--- config.mk ---
export PLATFORM = sky130hd
export DESIGN_NAME = liteic_axil_sram_slave_flat
export DESIGN_NICKNAME = d
export VERILOG_FILES = /design/src/rtl/liteic_axil_sram_slave_if.sv /design/src/rtl/liteic_axil_sram_slave.sv /design/src/flat_wrapper.sv
export SDC_FILE = /design/constraint.sdc
export NUM_CORES = 1
export LEC_CHECK = 0
export CAP_MARGIN = 30
export CELL_PAD_IN_SITES_DETAIL_PLACEMENT = 1
export CELL_PAD_IN_SITES_GLOBAL_PLACEMENT = 2
export CORE_MARGIN = 5
export CORE_UTILIZATION = 15
export DETAILED_ROUTE_END_ITERATION = 8
export PLACE_DENSITY_LB_ADDON = 0.2
export SLEW_MARGIN = 10
export SYNTH_ARGS = -nofsm -noshare
export SYNTH_HDL_FRONTEND = slang
export SYNTH_SLANG_ARGS = --single-unit
--- constraint.sdc ---
create_clock -name clk_i -period 5.3 [get_ports clk_i]
set_input_delay 1.325 -clock clk_i [delete_from_list [all_inputs] [get_ports clk_i]]
set_output_delay 1.325 -clock clk_i [all_outputs]
set_load 0.03 [all_outputs]
--- src/rtl/liteic_axil_sram_slave_if.sv ---
// AXI-lite channel set (20-bit port address at default) between interconnect and SRAM endpoint.
// master: drives AR/AW/W payloads and valids, R/B readies.
// slave : drives AR/AW/W readies, R/B payloads and valids.
interface liteic_axil_sram_slave_if #(
    parameter int unsigned ADDR_WIDTH = 32,
    parameter int unsigned DATA_WIDTH = 32,
    parameter int unsigned RESP_WIDTH = 1
);
    localparam int unsigned PORT_AW    = ADDR_WIDTH - 12;
    localparam int unsigned STRB_WIDTH = (DATA_WIDTH + 7) / 8;

    logic [PORT_AW-1:0]    ar_addr;
    logic [3:0]            ar_qos;
    logic                  ar_valid;
    logic                  ar_ready;
    logic [DATA_WIDTH-1:0] r_data;
    logic [RESP_WIDTH-1:0] r_resp;
    logic                  r_valid;
    logic                  r_ready;
    logic [PORT_AW-1:0]    aw_addr;
    logic [3:0]            aw_qos;
    logic                  aw_valid;
    logic                  aw_ready;
    logic [DATA_WIDTH-1:0] w_data;
    logic [STRB_WIDTH-1:0] w_strb;
    logic                  w_valid;
    logic                  w_ready;
    logic [RESP_WIDTH-1:0] b_resp;
    logic                  b_valid;
    logic                  b_ready;

    modport master (
        output ar_addr, ar_qos, ar_valid, r_ready,
        output aw_addr, aw_qos, aw_valid, w_data, w_strb, w_valid, b_ready,
        input  ar_ready, r_data, r_resp, r_valid,
        input  aw_ready, w_ready, b_resp, b_valid
    );

    modport slave (
        input  ar_addr, ar_qos, ar_valid, r_ready,
        input  aw_addr, aw_qos, aw_valid, w_data, w_strb, w_valid, b_ready,
        output ar_ready, r_data, r_resp, r_valid,
        output aw_ready, w_ready, b_resp, b_valid
    );
endinterface

--- src/rtl/liteic_axil_sram_slave.sv ---
// AXI-lite slave endpoint turning single read/write transactions into
// single-port synchronous SRAM accesses, with QoS arbitration and
// alternating tie-break between simultaneous read and write requests.
// Ports:
//   clk_i, rst_i      clock, synchronous active-high reset
//   s                 AXI-lite channels (slave modport)
//   mem_en_o/we_o     SRAM enable and byte write enables (grant cycle only)
//   mem_addr_o        SRAM word address
//   mem_wdata_o       SRAM write data
//   mem_rdata_i       SRAM read data, one cycle after a read enable
module liteic_axil_sram_slave #(
    parameter int unsigned ADDR_WIDTH = 32,
    parameter int unsigned DATA_WIDTH = 32,
    parameter int unsigned RESP_WIDTH = 1,
    parameter int unsigned MEM_AW     = 10
) (
    input  logic                            clk_i,
    input  logic                            rst_i,
    liteic_axil_sram_slave_if.slave         s,
    output logic                            mem_en_o,
    output logic [(DATA_WIDTH+7)/8-1:0]     mem_we_o,
    output logic [MEM_AW-1:0]               mem_addr_o,
    output logic [DATA_WIDTH-1:0]           mem_wdata_o,
    input  logic [DATA_WIDTH-1:0]           mem_rdata_i
);
    localparam int unsigned PORT_AW    = ADDR_WIDTH - 12;
    localparam int unsigned STRB_WIDTH = (DATA_WIDTH + 7) / 8;
    localparam int unsigned OFF_W      = $clog2(STRB_WIDTH);
    localparam int unsigned IDX_HI     = OFF_W + MEM_AW;

    typedef enum logic [1:0] {IDLE, RD_WAIT, RD_RESP, WR_RESP} state_t;
    typedef enum logic {GNT_READ, GNT_WRITE} grant_t;

    state_t                state_q, state_n;
    grant_t                last_grant_q, last_grant_n;
    logic                  rd_oor_q, rd_oor_n;
    logic [DATA_WIDTH-1:0] r_data_q, r_data_n;
    logic [RESP_WIDTH-1:0] r_resp_q, r_resp_n;
    logic                  r_valid_q, r_valid_n;
    logic [RESP_WIDTH-1:0] b_resp_q, b_resp_n;
    logic                  b_valid_q, b_valid_n;
    logic                  ar_ready_c, wr_ready_c;

    // Address decode: word index plus range check on everything above it.
    logic [MEM_AW-1:0] ar_idx, aw_idx;
    logic              ar_in_range, aw_in_range;
    logic [PORT_AW-1:0] ar_hi, aw_hi;

    assign ar_idx      = s.ar_addr[OFF_W +: MEM_AW];
    assign aw_idx      = s.aw_addr[OFF_W +: MEM_AW];
    assign ar_hi       = s.ar_addr >> IDX_HI;
    assign aw_hi       = s.aw_addr >> IDX_HI;
    assign ar_in_range = (ar_hi == '0);
    assign aw_in_range = (aw_hi == '0);

    // Read wins on higher QoS, or on a tie when the last grant went to a write.
    logic rd_pend, wr_pend, rd_wins;
    assign rd_pend = s.ar_valid;
    assign wr_pend = s.aw_valid && s.w_valid;
    assign rd_wins = rd_pend && (!wr_pend || (s.ar_qos > s.aw_qos) ||
                                 ((s.ar_qos == s.aw_qos) && (last_grant_q == GNT_WRITE)));

    assign s.ar_ready = ar_ready_c;
    assign s.aw_ready = wr_ready_c;
    assign s.w_ready  = wr_ready_c;
    assign s.r_data   = r_data_q;
    assign s.r_resp   = r_resp_q;
    assign s.r_valid  = r_valid_q;
    assign s.b_resp   = b_resp_q;
    assign s.b_valid  = b_valid_q;

    // State and response registers.
    always_ff @(posedge clk_i) begin
        if (rst_i) begin
            state_q      <= IDLE;
            last_grant_q <= GNT_WRITE;
            rd_oor_q     <= 1'b0;
            r_data_q     <= '0;
            r_resp_q     <= '0;
            r_valid_q    <= 1'b0;
            b_resp_q     <= '0;
            b_valid_q    <= 1'b0;
        end else begin
            state_q      <= state_n;
            last_grant_q <= last_grant_n;
            rd_oor_q     <= rd_oor_n;
            r_data_q     <= r_data_n;
            r_resp_q     <= r_resp_n;
            r_valid_q    <= r_valid_n;
            b_resp_q     <= b_resp_n;
            b_valid_q    <= b_valid_n;
        end
    end

    // Next-state, grant-cycle handshakes and SRAM strobes.
    always_comb begin
        state_n      = state_q;
        last_grant_n = last_grant_q;
        rd_oor_n     = rd_oor_q;
        r_data_n     = r_data_q;
        r_resp_n     = r_resp_q;
        r_valid_n    = r_valid_q;
        b_resp_n     = b_resp_q;
        b_valid_n    = b_valid_q;
        ar_ready_c   = 1'b0;
        wr_ready_c   = 1'b0;
        mem_en_o     = 1'b0;
        mem_we_o     = '0;
        mem_addr_o   = '0;
        mem_wdata_o  = '0;

        case (state_q)
            IDLE: begin
                if (rd_wins) begin
                    ar_ready_c   = 1'b1;
                    mem_en_o     = ar_in_range;
                    mem_addr_o   = ar_idx;
                    rd_oor_n     = !ar_in_range;
                    last_grant_n = GNT_READ;
                    state_n      = RD_WAIT;
                end else if (wr_pend) begin
                    wr_ready_c = 1'b1;
                    if (aw_in_range) begin
                        mem_en_o    = 1'b1;
                        mem_we_o    = s.w_strb;
                        mem_addr_o  = aw_idx;
                        mem_wdata_o = s.w_data;
                    end
                    b_resp_n     = RESP_WIDTH'(!aw_in_range);
                    b_valid_n    = 1'b1;
                    last_grant_n = GNT_WRITE;
                    state_n      = WR_RESP;
                end
            end
            RD_WAIT: begin
                r_data_n  = rd_oor_q ? '0 : mem_rdata_i;
                r_resp_n  = RESP_WIDTH'(rd_oor_q);
                r_valid_n = 1'b1;
                state_n   = RD_RESP;
            end
            RD_RESP: begin
                if (s.r_ready) begin
                    r_valid_n = 1'b0;
                    state_n   = IDLE;
                end
            end
            WR_RESP: begin
                if (s.b_ready) begin
                    b_valid_n = 1'b0;
                    state_n   = IDLE;
                end
            end
            default: state_n = IDLE;
        endcase

        // No handshake or SRAM access may escape while reset is held.
        if (rst_i) begin
            ar_ready_c = 1'b0;
            wr_ready_c = 1'b0;
            mem_en_o   = 1'b0;
            mem_we_o   = '0;
        end
    end
endmodule

--- src/flat_wrapper.sv ---
// flat-port wrapper written by rule: the top's interface ports become plain ports
module liteic_axil_sram_slave_flat 
#(
    parameter int unsigned ADDR_WIDTH = 32,
    parameter int unsigned DATA_WIDTH = 32,
    parameter int unsigned RESP_WIDTH = 1,
    parameter int unsigned MEM_AW     = 10
)
  (clk_i, rst_i, mem_en_o, mem_we_o, mem_addr_o, mem_wdata_o, mem_rdata_i, s_ar_addr, s_ar_qos, s_ar_valid, s_r_ready, s_aw_addr, s_aw_qos, s_aw_valid, s_w_data, s_w_strb, s_w_valid, s_b_ready, s_ar_ready, s_r_data, s_r_resp, s_r_valid, s_aw_ready, s_w_ready, s_b_resp, s_b_valid);
  liteic_axil_sram_slave_if #(.ADDR_WIDTH(ADDR_WIDTH), .DATA_WIDTH(DATA_WIDTH), .RESP_WIDTH(RESP_WIDTH)) s_i ();
  input  logic clk_i;
  input  logic rst_i;
  output logic mem_en_o;
  output logic [(DATA_WIDTH+7)/8-1:0] mem_we_o;
  output logic [MEM_AW-1:0] mem_addr_o;
  output logic [DATA_WIDTH-1:0] mem_wdata_o;
  input  logic [DATA_WIDTH-1:0] mem_rdata_i;
  input wire logic [$bits(s_i.ar_addr)-1:0] s_ar_addr;
  input wire logic [$bits(s_i.ar_qos)-1:0] s_ar_qos;
  input wire logic [$bits(s_i.ar_valid)-1:0] s_ar_valid;
  input wire logic [$bits(s_i.r_ready)-1:0] s_r_ready;
  input wire logic [$bits(s_i.aw_addr)-1:0] s_aw_addr;
  input wire logic [$bits(s_i.aw_qos)-1:0] s_aw_qos;
  input wire logic [$bits(s_i.aw_valid)-1:0] s_aw_valid;
  input wire logic [$bits(s_i.w_data)-1:0] s_w_data;
  input wire logic [$bits(s_i.w_strb)-1:0] s_w_strb;
  input wire logic [$bits(s_i.w_valid)-1:0] s_w_valid;
  input wire logic [$bits(s_i.b_ready)-1:0] s_b_ready;
  output wire logic [$bits(s_i.ar_ready)-1:0] s_ar_ready;
  output wire logic [$bits(s_i.r_data)-1:0] s_r_data;
  output wire logic [$bits(s_i.r_resp)-1:0] s_r_resp;
  output wire logic [$bits(s_i.r_valid)-1:0] s_r_valid;
  output wire logic [$bits(s_i.aw_ready)-1:0] s_aw_ready;
  output wire logic [$bits(s_i.w_ready)-1:0] s_w_ready;
  output wire logic [$bits(s_i.b_resp)-1:0] s_b_resp;
  output wire logic [$bits(s_i.b_valid)-1:0] s_b_valid;
  assign s_i.ar_addr = s_ar_addr;
  assign s_i.ar_qos = s_ar_qos;
  assign s_i.ar_valid = s_ar_valid;
  assign s_i.r_ready = s_r_ready;
  assign s_i.aw_addr = s_aw_addr;
  assign s_i.aw_qos = s_aw_qos;
  assign s_i.aw_valid = s_aw_valid;
  assign s_i.w_data = s_w_data;
  assign s_i.w_strb = s_w_strb;
  assign s_i.w_valid = s_w_valid;
  assign s_i.b_ready = s_b_ready;
  assign s_ar_ready = s_i.ar_ready;
  assign s_r_data = s_i.r_data;
  assign s_r_resp = s_i.r_resp;
  assign s_r_valid = s_i.r_valid;
  assign s_aw_ready = s_i.aw_ready;
  assign s_w_ready = s_i.w_ready;
  assign s_b_resp = s_i.b_resp;
  assign s_b_valid = s_i.b_valid;
  liteic_axil_sram_slave #(.ADDR_WIDTH(ADDR_WIDTH), .DATA_WIDTH(DATA_WIDTH), .RESP_WIDTH(RESP_WIDTH), .MEM_AW(MEM_AW)) u_core (.clk_i(clk_i), .rst_i(rst_i), .s(s_i), .mem_en_o(mem_en_o), .mem_we_o(mem_we_o), .mem_addr_o(mem_addr_o), .mem_wdata_o(mem_wdata_o), .mem_rdata_i(mem_rdata_i));
endmodule
# == After elaboration in Yosys (flattened, before gate mapping) ==
# Cells that the tools add are included.
# Widths: inputs -> output; s select.
# word_totals
ff_bits,40
inputBits,123
output_inout_bits,86
word_cells,77
# op_classes
magnitude_cmp,1
n_eq_ne,9
muxes,38
bitwise_logic,1
n_reduce_logical,20
# ops
operator,n
$mux 32,5
$logic_not 20->1,2
$mux 10,4
$mux 4,5
$mux 1,17
$mux 2,4
$pmux 2 s4,1
$ne 2x2->1 const B,3
$reduce_and 2->1,3
$reduce_and 3->1,2
$reduce_bool 2->1,3
$eq 2x2->1 const B,2
$eq 4x4->1,1
$gt 4x4->1,1
$pmux 1 s2,2
$reduce_and 4->1,1
$logic_and 1x1->1,3
$logic_not 1->1,3
$ne 3x1->1 const B,1
$eq 2x1->1 const B,1
$logic_not 2->1,1
$logic_or 1x1->1,2
$ne 2x1->1 const B,1
$not 1->1,1

# == Depth between registers and ports, before layout ==
# depth
ltp_word,8
depth_mapped,8
depth_no_buf,6

# == Least setup slack after synthesis ==
# OpenSTA, ideal clock, no wires.
# synth_timing
kind,input port to output port
from,in s_aw_qos[2]
to,out s_w_ready
arrival_time_ns,3.078
required_ns,3.975
path_slack_ns,0.897
path_stages,7
cell_sequence,inv_1 > ha_1 > o21a_1 > or2_2 > a31o_2 > nor2_1 > buf_4
# synth_via
elab_chain_len,7
# synth_rtl
element,line,text
"start, declared",flat_wrapper.sv:23,input wire logic [$bits(s_i.aw_qos)-1:0] s_aw_qos;
$gt 4x4->1 / $eq 4x4->1 (equally long branches),"liteic_axil_sram_slave.sv:60, liteic_axil_sram_slave.sv:61",
$logic_or 1x1->1 / $logic_and 1x1->1 (equally long branches),"liteic_axil_sram_slave.sv:60, liteic_axil_sram_slave.sv:61",
$logic_or 1x1->1 *,liteic_axil_sram_slave.sv:60,assign rd_wins = rd_pend && (!wr_pend || (s.ar_qos > s.aw_qos) ||
$logic_and 1x1->1 *,liteic_axil_sram_slave.sv:60,
$mux 1 *,liteic_axil_sram_slave.sv:114,if (rd_wins) begin
$mux 1 *,liteic_axil_sram_slave.sv:112,case (state_q)
$mux 1 *,liteic_axil_sram_slave.sv:157,if (rst_i) begin
"end, declared",flat_wrapper.sv:34,output wire logic [$bits(s_i.w_ready)-1:0] s_w_ready;
# Mark *: on every way between the ends. The rest lies on a longest branch, timed or not.

# == Worst setup path in the final report ==
# layout_timing
from,in s_aw_qos[2]
to,out s_aw_ready
# layout_via
elab_chain_len,7
# layout_rtl
element,line,text
$gt 4x4->1 / $eq 4x4->1 (equally long branches),"liteic_axil_sram_slave.sv:60, liteic_axil_sram_slave.sv:61",
$logic_or 1x1->1 / $logic_and 1x1->1 (equally long branches),"liteic_axil_sram_slave.sv:60, liteic_axil_sram_slave.sv:61",
$logic_or 1x1->1 *,liteic_axil_sram_slave.sv:60,
$logic_and 1x1->1 *,liteic_axil_sram_slave.sv:60,
$mux 1 *,liteic_axil_sram_slave.sv:114,
$mux 1 *,liteic_axil_sram_slave.sv:112,
$mux 1 *,liteic_axil_sram_slave.sv:157,
"end, declared",flat_wrapper.sv:33,output wire logic [$bits(s_i.aw_ready)-1:0] s_aw_ready;
# Marked as above.

==> impl_metrics.json <==
{
  "yosysUniqueCellTypes": 35,
  "max_clock_freq_ghz": 0.195,
  "post_cts_resized": 0,
  "syn_area_um2": 2160,
  "synth-async-reset-ratio_pct": 0,
  "ff2ff_path_depth": 5,
  "drt_iter0_markers": 31,
  "ys_ff_latch": 40,
  "clkPwrFrac_pct": 32.2,
  "core_um2": 14000,
  "die_h_um": 130,
  "ant_nets": 0,
  "final_util_pct": 31.8,
  "required_ns": 3.97,
  "grt_pass1_wl_um": 15100,
  "htreeDepth": 2,
  "rows": 43,
  "groute.usage.overall_pct": 11.3,
  "ff2ff_setup_slack_ns": 3.71,
  "p_switching_uw": 269,
  "io_buffers": 204,
  "dr.pass1.iters": 5,
  "via_per_inst": 4.18,
  "grt_max_degree": 66,
  "root_buffer": "clkbuf_16",
  "antenna_found_initial": 0,
  "setup_viol": 0,
  "clock_sinks": 40,
  "critPathCaptureType": "output port",
  "start_kind": "primary input",
  "final.min_clock_period_ns": 5.12,
  "fin_cells": 641,
  "fin_tns_setup_ns": 0,
  "n_antenna_cell": 0,
  "sequentialPowerShare_pct": 36.3,
  "power.internal_uw": 650,
  "cap_viol_max_count": 0,
  "cts_buffer_depth": 2,
  "power_switching_share_pct": 29.3,
  "area_growth_pct": 106,
  "dr_total_vias": 2681,
  "dp_cells": 633,
  "final_layout_size_suffix_gt1_share_pct": 14.3,
  "cts-buffers-inserted": 5,
  "syn_nets": 393,
  "critPathKind": "in -> out",
  "synth_top_cell_area_share_pct": 37.1,
  "cp.arrival_ns": 3.79,
  "dp_hpwl_um": 8340,
  "detail_route.wl_per_cell_um": 16.1,
  "hold_class": "reg -> reg",
  "hold_depth": 2,
  "clkLatencyLatePin_ns": 0.28,
  "yosysWarningCount": 0,
  "fillCellCount": 1625,
  "p_leak_uw": 0.00176,
  "cts_setup_buffers": 0,
  "rsz0062_at_grt": "no",
  "status": "complete, no violations",
  "slew_headroom_pct": 55.1,
  "avgSynthCellArea_um2": 8.11,
  "skew_ns": 0.0103,
  "grt_overflow_total": 0,
  "synth.area.top_cells": "dfxtp_1, nor3b_1, and2_1, a21oi_1, nor2_1",
  "period_share_pct": 96.5,
  "grt_pass1_vias": 2883,
  "initial_core_util_pct": 15.4,
  "ys.flop_type": "dfxtp_1",
  "cts.clk_slew.worst_paths_ns": 0.06,
  "syn_inst": 266,
  "hold_buffers": 0,
  "dieArea_um2": 16900,
  "die_w_um": 130,
  "path_max_fanout": 3,
  "ys_seq_area_share_pct": 37.1,
  "gp_congestion": 0.772,
  "io_pins": 209,
  "ir_drop_uv": 125,
  "cts_tree": "yes",
  "tightest_slew_ns": 0.673,
  "p_comb_share_pct": 31.5,
  "drc": 0,
  "synth_top_area_cell": "dfxtp_1",
  "finalMaxSlewViolations": 0,
  "wl_um": 10300,
  "synth_edf_count": 0,
  "fin_nets": 587,
  "hold_viol_final": 0,
  "power_density_nw_per_um2": 207
}
[through the flow]
step	hold slack, ns	power, uW	worst slack (ns)	instance area [um2]
finish	0.454	919	0.184	4440
global route	0.489	976	0.0524	4440
CTS	0.459	940	0.145	4440
detailed placement	0.449	636	0.152	4300
global placement	0.445	630	0.185	4300
floorplan	0.428	473	0.897	2160
[worst max-delay path, stage by stage]
cell	delay, ns
clkdlybuf4s50_1	0.46
inv_1	0.04
ha_1	0.30
o21a_1	0.19
or2_2	0.31
a31o_2	0.27
nor2_1	0.17
clkdlybuf4s50_1	0.72
[layer usage]
layer	share of wire [%]	up-vias	track usage, %	routed length (um)
met5	0	-	0	0
met4	0.64	0	2.02	66
met3	14	4	5.53	1420
met2	49	145	20.9	5090
met1	36	1229	11.7	3760
li1	-	1303	-	-
[power by group through the flow]
| stage | clock (uW) | sequential, uW | combinational [uW] |
|---|---|---|---|
| 6_report | 296 | 334 | 290 |
| 5_1_grt | 326 | 337 | 314 |
| 2_1_floorplan | 0 | 372 | 101 |
| 3_3_place_gp | 0 | 339 | 291 |
| 3_5_place_dp | 0 | 341 | 295 |
| 4_1_cts | 310 | 334 | 296 |
[cell type report]
class | instances | area (um2) | share of cell area, %
inverter | 7 | 26.3 | 0.591
clock buffer | 7 | 133 | 2.99
timing repair buffer | 210 | 2040 | 45.9
sequential | 40 | 801 | 18.0
multi-input combinational | 196 | 1210 | 27.2
clock inverter | 1 | 8.76 | 0.197
tap | 180 | 225 | 5.07
[state kept, by name (all words and copies together), names as in the netlist]
signal and count:
u_core.s.r_data 32, u_core.state_q 2, u_core.last_grant_q 1, u_core.rd_oor_q 1
u_core.s.b_resp 1, u_core.s.b_valid 1, u_core.s.r_resp 1, u_core.s.r_valid 1
[cell usage after synthesis (2+ instances only)]
cell	count
o21a_1	2
nand3b_1	3
clkbuf_1	11
buf_2	3
nor2b_1	2
a21oi_1	38
nor2_1	35
nor3b_1	32
a211oi_1	2
a21o_1	2
nand2_1	7
a31o_2	2
a22o_1	10
and2_1	32
nand2b_1	2
buf_1	4
and3_1	5
ha_1	4
nor3_1	2
dfxtp_1	40
buf_6	4
inv_1	7
nor4_1	5
[cells by family (layout without fill, tap and decap cells)]
| group | Yosys count | after routing | share of synthesized area, % |
|---|---|---|---|
| adder cells (fa/ha/maj) | 4 | 4 | 2.32 |
| multiplexers | 1 | 1 | 0.464 |
| buffers and inverters | 30 | 225 | 6.96 |
| AND/OR/NAND/NOR | 130 | 130 | 35.0 |
| AO/OA/AOI/OAI | 61 | 61 | 18.1 |
| flip-flops | 40 | 40 | 37.1 |
[cells in the final DEF, fill, tap and decap left out, drive strengths merged, types with 7 or more instances in the layout]
master,instances
nor3b,32
clkdlybuf4s50,156
buf,54
dfxtp,40
nor2,35
and2,32
nand2,7
inv,7
a21oi,38
a22o,10
clkbuf,7
[worst paths after layout]
path,to,startpoint
setup / recovery,s_aw_ready,s_aw_qos[2]
hold / removal,u_core.s.b_valid,u_core.s.b_valid
hold reg to reg,u_core.s.b_valid,u_core.s.b_valid
setup reg to reg,u_core.s.r_data[1],u_core.state_q[1]
No activity file was read; power rests on OpenSTA's default activity.
